[config.mk]
export PLATFORM = sky130hd
export DESIGN_NAME = vend_controller
export DESIGN_NICKNAME = d
export VERILOG_FILES = /design/src/rtl/vend_controller.sv
export SDC_FILE = /design/constraint.sdc
export NUM_CORES = 1
export LEC_CHECK = 0
export BUFFER_PORTS_ARGS = -buffer_cell sky130_fd_sc_hd__buf_2
export CORE_MARGIN = 2
export CORE_UTILIZATION = 50
export DETAILED_ROUTE_END_ITERATION = 16
export GPL_ROUTABILITY_DRIVEN = 0
export PLACE_DENSITY_LB_ADDON = 0.08
export SETUP_SLACK_MARGIN = 0.15
export SYNTH_ARGS = -nofsm -noshare
export SYNTH_HDL_FRONTEND = slang
export SYNTH_SLANG_ARGS = --single-unit
[constraint.sdc]
create_clock -name clk -period 5.51 [get_ports clk]
set_input_delay 0.8265 -clock clk [delete_from_list [all_inputs] [get_ports clk]]
set_output_delay 0.8265 -clock clk [all_outputs]
set_load 0.02 [all_outputs]
[src/rtl/vend_controller.sv]
// Vending machine sequencer: coin collection, price/stock check, per-item
// dispense pulses and change return. Owns the two product stock counters.
module vend_controller #(
  parameter int unsigned PRICE0     = 3,
  parameter int unsigned PRICE1     = 5,
  parameter int unsigned STOCK_INIT = 7
) (
  input  logic       clk,
  input  logic       reset,
  input  logic       mode,
  input  logic       coin_valid,
  input  logic [3:0] in_money,
  input  logic       item_type,
  input  logic [1:0] number,
  input  logic       buy,
  input  logic       cancel,
  output logic [4:0] credit,
  output logic       dispense,
  output logic       disp_type,
  output logic [4:0] change,
  output logic       change_valid,
  output logic       coin_reject,
  output logic       err_money,
  output logic       err_stock,
  output logic       busy
);

  typedef enum logic [2:0] {IDLE, COLLECT, CHECK, DISPENSE, CHANGE} state_t;

  localparam logic [2:0] STOCK_FULL = 3'(STOCK_INIT);

  state_t     state, state_n;
  logic [4:0] credit_n, change_n;
  logic [2:0] stock0, stock1, stock0_n, stock1_n, stock_sel;
  logic       type_q, type_n;
  logic [1:0] num_q, num_n, cnt, cnt_n;
  logic       disp_n, dtype_n, cv_n, cr_n, em_n, es_n, busy_n;
  logic [5:0] sum;
  logic [6:0] cost;

  assign sum       = {1'b0, credit} + {2'b00, in_money};
  assign cost      = (type_q ? 7'(PRICE1) : 7'(PRICE0)) * {5'b00000, num_q};
  assign stock_sel = type_q ? stock1 : stock0;

  // Outputs are next-state values registered alongside the state, so the
  // first dispense pulse is issued by the edge that leaves CHECK.
  always_comb begin
    state_n  = state;
    credit_n = credit;
    stock0_n = stock0;
    stock1_n = stock1;
    type_n   = type_q;
    num_n    = num_q;
    cnt_n    = cnt;
    disp_n   = 1'b0;
    dtype_n  = 1'b0;
    change_n = '0;
    cv_n     = 1'b0;
    cr_n     = 1'b0;
    em_n     = 1'b0;
    es_n     = 1'b0;
    case (state)
      IDLE: begin
        if (!mode) begin
          stock0_n = STOCK_FULL;
          stock1_n = STOCK_FULL;
          cr_n     = coin_valid;
        end else if (coin_valid) begin
          credit_n = {1'b0, in_money};
          state_n  = COLLECT;
        end
      end
      COLLECT: begin
        if (cancel) begin
          change_n = credit;
          cv_n     = 1'b1;
          credit_n = '0;
          cr_n     = coin_valid;
          state_n  = IDLE;
        end else if (buy) begin
          type_n  = item_type;
          num_n   = number;
          cr_n    = coin_valid;
          state_n = CHECK;
        end else if (coin_valid) begin
          if (sum <= 6'd31) credit_n = sum[4:0];
          else              cr_n     = 1'b1;
        end
      end
      CHECK: begin
        cr_n = coin_valid;
        if (num_q == 2'd0 || stock_sel < {1'b0, num_q}) begin
          es_n    = 1'b1;
          state_n = COLLECT;
        end else if ({2'b00, credit} < cost) begin
          em_n    = 1'b1;
          state_n = COLLECT;
        end else begin
          disp_n  = 1'b1;
          dtype_n = type_q;
          if (type_q) stock1_n = stock1 - 3'd1;
          else        stock0_n = stock0 - 3'd1;
          cnt_n   = num_q - 2'd1;
          state_n = (num_q == 2'd1) ? CHANGE : DISPENSE;
        end
      end
      DISPENSE: begin
        cr_n    = coin_valid;
        disp_n  = 1'b1;
        dtype_n = type_q;
        if (type_q) stock1_n = stock1 - 3'd1;
        else        stock0_n = stock0 - 3'd1;
        cnt_n   = cnt - 2'd1;
        if (cnt == 2'd1) state_n = CHANGE;
      end
      CHANGE: begin
        cr_n     = coin_valid;
        change_n = credit - cost[4:0];
        cv_n     = 1'b1;
        credit_n = '0;
        state_n  = IDLE;
      end
      default: state_n = IDLE;
    endcase
    busy_n = (state_n == CHECK) || (state_n == DISPENSE) || (state_n == CHANGE);
  end

  always_ff @(posedge clk or posedge reset) begin
    if (reset) begin
      state        <= IDLE;
      credit       <= '0;
      stock0       <= STOCK_FULL;
      stock1       <= STOCK_FULL;
      type_q       <= 1'b0;
      num_q        <= '0;
      cnt          <= '0;
      dispense     <= 1'b0;
      disp_type    <= 1'b0;
      change       <= '0;
      change_valid <= 1'b0;
      coin_reject  <= 1'b0;
      err_money    <= 1'b0;
      err_stock    <= 1'b0;
      busy         <= 1'b0;
    end else begin
      state        <= state_n;
      credit       <= credit_n;
      stock0       <= stock0_n;
      stock1       <= stock1_n;
      type_q       <= type_n;
      num_q        <= num_n;
      cnt          <= cnt_n;
      dispense     <= disp_n;
      disp_type    <= dtype_n;
      change       <= change_n;
      change_valid <= cv_n;
      coin_reject  <= cr_n;
      err_money    <= em_n;
      err_stock    <= es_n;
      busy         <= busy_n;
    end
  end

endmodule

==> qor.txt <==
YOSYS
-------------------------------------------------------------------------------------------------
Library cell occupying the most area in the post-synthesis netlist .................      dfrtp_1
Asr flop ratio synth ...............................................................         100%
Post-synthesis register bit count ..................................................           31
Post-synth top area share ..........................................................        29.7%
Synth warn .........................................................................            0
Synthesized instance count .........................................................          225
Number of distinct library cell variants in the gate-level netlist after synthesis .           54
Count leader, synth ................................................................      dfrtp_1
Largest cells by area after synthesis .............................................. dfrtp_1, ha_1, dfstp_2, o21ai_0, a21oi_1
Ys flop type .......................................................................      dfrtp_1
Average instance area after synthesis ..............................................   9.36 sq um
Post-Syn Area ...................................................................... 0.00211 sq mm
Post-synth EDFFs ...................................................................            0
Number of nets in the synthesized netlist ..........................................          257
Most frequent cells after synthesis ................................................ dfrtp_1, o21ai_0, a21oi_1, inv_1, ha_1
Sequential cell area fraction in the yosys report ..................................        37.2%

CLOCKING
-------------------------------------------------------------------------------------------------
Resized cells post-CTS .............................................................            0
CTS tree ...........................................................................         done
Root Buffer ........................................................................     clkbuf_8
Hold_buf cts .......................................................................            0
Number of levels in the clock H-tree ...............................................            2
Number of buffers created by CTS ...................................................            5
Clock-pin transition on the worst setup and hold timing paths ......................        60 ps
Post-CTS setup buffers .............................................................            0
Skew-Pair Late Insertion Delay .....................................................       280 ps
Number of buffers between clock root and the deepest sink ..........................            2
TritonCTS sink count ...............................................................           31

DRT
-------------------------------------------------------------------------------------------------
WL/cell ............................................................................      15.4 um
Via Count ..........................................................................         1777
DR WL met3 .........................................................................       281 um
Detail Route Antenna Nets ..........................................................            0
Metal1 wirelength ..................................................................      2.25 mm
Iteration-0 DRC count of the detailed router .......................................          134
Drt drc ............................................................................            0
Aggregate routed wire length .......................................................      4.69 mm
Count of TritonRoute iterations in the first routing pass ..........................            4
Detailed route wirelength on metal2 ................................................      2.13 mm
Uppermost layer routed .............................................................         met4
Routed via count divided by cell count .............................................         5.85

STA
-------------------------------------------------------------------------------------------------
Total negative slack ...............................................................         0 ps
Total count of max-transition violations in the final report .......................            0
Min cycle time layout ..............................................................      2790 ps
Period utilization .................................................................        50.7%
RSZ-0062 raised after global routing ...............................................        false
Worst-margin pin slew ..............................................................       779 ps
# setup viols final ................................................................            0
Worst rel slew slack ...............................................................        48.1%
Final hold vios ....................................................................            0
Max frequency ......................................................................      358 MHz
Max Clock Skew .....................................................................      4.66 ps

PLACEMENT
-------------------------------------------------------------------------------------------------
Post-detailed-placement half-perimeter wirelength ..................................      3.47 mm
Port Buffer Count ..................................................................           29

WORST SETUP PATH
-------------------------------------------------------------------------------------------------
Worst-path maximum fanout ..........................................................           14
Cell type of the slowest stage on the worst timing path ............................      dfrtp_1
Largest stage delay on the critical path ...........................................       580 ps
Setup crit end kind ................................................................         flop
Number of buffers and inverters on the critical path ...............................            0
Kind of cell adding the most delay to the critical path ............................ compound AO/OA/AOI/OAI gates
Worst Path Arrival .................................................................      3000 ps
Crit path top cell by count ........................................................         ha_1
CP Launch Type .....................................................................         flop
Cell Chain, Critical Path .......................................................... nor2_1 -> ha_1 -> ha_1 -> xor2_1 -> ha_1 -> a21o_1 -> a21oi_2 -> o2bb2ai_2 -> nor2_1 -> o311a_1
Crit Path Class .................................................................... flop to flop
Required time at the worst-slack endpoint ..........................................      5720 ps

FINAL LAYOUT
-------------------------------------------------------------------------------------------------
Net count, final ...................................................................          285
Core occupancy in the finished layout ..............................................        58.9%
Number of antenna repair diodes ....................................................            0
Share of cells above drive strength 1 ..............................................        22.0%
Synth-to-layout area growth ........................................................        12.7%
Fill count .........................................................................          358

OUTCOME
-------------------------------------------------------------------------------------------------
Result of the run .................................................................. finished clean

DIE
-------------------------------------------------------------------------------------------------
Vertical die dimension .............................................................      68.9 um
Initial Util .......................................................................        52.3%
Placeable core region .............................................................. 0.00403 sq mm
Num ports ..........................................................................           30
Die span in x ......................................................................      68.9 um
Site row count .....................................................................           23
Area of the die .................................................................... 0.00475 sq mm

GRT
-------------------------------------------------------------------------------------------------
Global-route wire length before repair .............................................      8.09 mm
Overall fraction of global-route tracks in use .....................................        23.3%
Pin count of the biggest net entering global routing ...............................           32
Global-route congestion overflow total .............................................            0
Number of global-route vias before repair ..........................................         1627
Number of antenna violations at the first check in global routing ..................            0

MIN PATH
-------------------------------------------------------------------------------------------------
Hold WC Path Type .................................................................. flop to flop

POWER
-------------------------------------------------------------------------------------------------
Cell Pwr Density ...................................................................  607 mW/mm^2
Leakage ............................................................................      1.14 nW
Worst vdd ir .......................................................................   0.000319 V

RUN
-------------------------------------------------------------------------------------------------
Maximum Capacitance Violations .....................................................            0

==> path summary, 6_finish.rpt <==
path                                  startpoint                     to  slack [ps]  cells after the start
max                           type_q$_DFFE_PP0P_  stock1[2]$_DFFE_PP1P_        2720                     10
min                        stock0[2]$_DFFE_PP1P_  stock0[2]$_DFFE_PP1P_         540                      1
max reg2reg                   type_q$_DFFE_PP0P_  stock1[2]$_DFFE_PP1P_        2720                     10
min reg2reg                stock0[2]$_DFFE_PP1P_  stock0[2]$_DFFE_PP1P_         540                      1
max in group asynchronous                  reset  stock1[1]$_DFFE_PP1P_        4580                      3
min in group asynchronous                  reset    change[4]$_DFF_PP0_         610                      3
==> kinds of logic (layout without fill, tap and decap cells) <==
family | count (synthesis) | in the layout | share of synthesized area, %
compound gates | 72 | 72 | 24.4
xor+xnor | 4 | 4 | 1.66
fa+ha+maj | 19 | 19 | 12.0
buf+inv | 28 | 57 | 5.29
flops | 31 | 31 | 37.2
mux | 7 | 7 | 3.74
simple gates | 64 | 64 | 15.7
==> sequential cells by signal, summed over array words and instances (netlist names) <==
signal	count
change	5
credit	5
state	3
stock0	3
stock1	3
cnt	2
num_q	2
busy	1
change_valid	1
coin_reject	1
disp_type	1
dispense	1
err_money	1
err_stock	1
type_q	1
==> area by class of cell <==
cell class              instances  area (sq um)  area share (%)
multi-input cells             166          1210            51.1
flip-flops and latches         31           783            33.0
repair buffers                 30           153            6.43
clock buffers                   7          86.3            3.64
inverters                      19          71.3            3.01
well taps                      50          62.6            2.64
clock inverters                 1          5.00           0.211
==> stage by stage <==
step           instance area, sq um  std cells  worst slack, ps  total power [mW]  hold WS, ps
2_1_floorplan                  2110        225             2830              1.06          504
3_3_place_gp                   2280        296             2820              1.25          533
3_5_place_dp                   2280        296             2760              1.25          524
4_1_cts                        2370        304             2720              1.44          539
5_1_grt                        2370        304             2540              1.59          552
6_report                       2370        304             2720              1.44          536
==> layer usage <==
| metal | vias to the layer above | GRT usage, % |
|---|---|---|
| met5 | - | 0 |
| met4 | 0 | 6.62 |
| met3 | 5 | 5.03 |
| met1 | 834 | 34.0 |
| li1 | 878 | - |
| met2 | 60 | 34.6 |
==> cell usage in the layout, fill, tap and decap left out, types with 4 or more instances in the layout <==
cell type,instances
dfstp_2,6
nand2b_1,6
dfrtp_1,25
buf_2,29
o21ai_0,19
clkbuf_8,6
nor2_1,14
nand3_1,8
inv_1,18
a21o_1,4
nor2b_1,4
ha_1,17
nand2_1,15
a21oi_1,18
==> power breakdown <==
| group | leakage (nW) | switching [mW] | internal (mW) |
|---|---|---|---|
| registers | 0.388 | 0.117 | 0.299 |
| clock network | 0.0482 | 0.0820 | 0.101 |
| logic | 0.705 | 0.499 | 0.343 |
| total | 1.14 | 0.698 | 0.742 |
No activity file was read; power rests on OpenSTA's default activity.
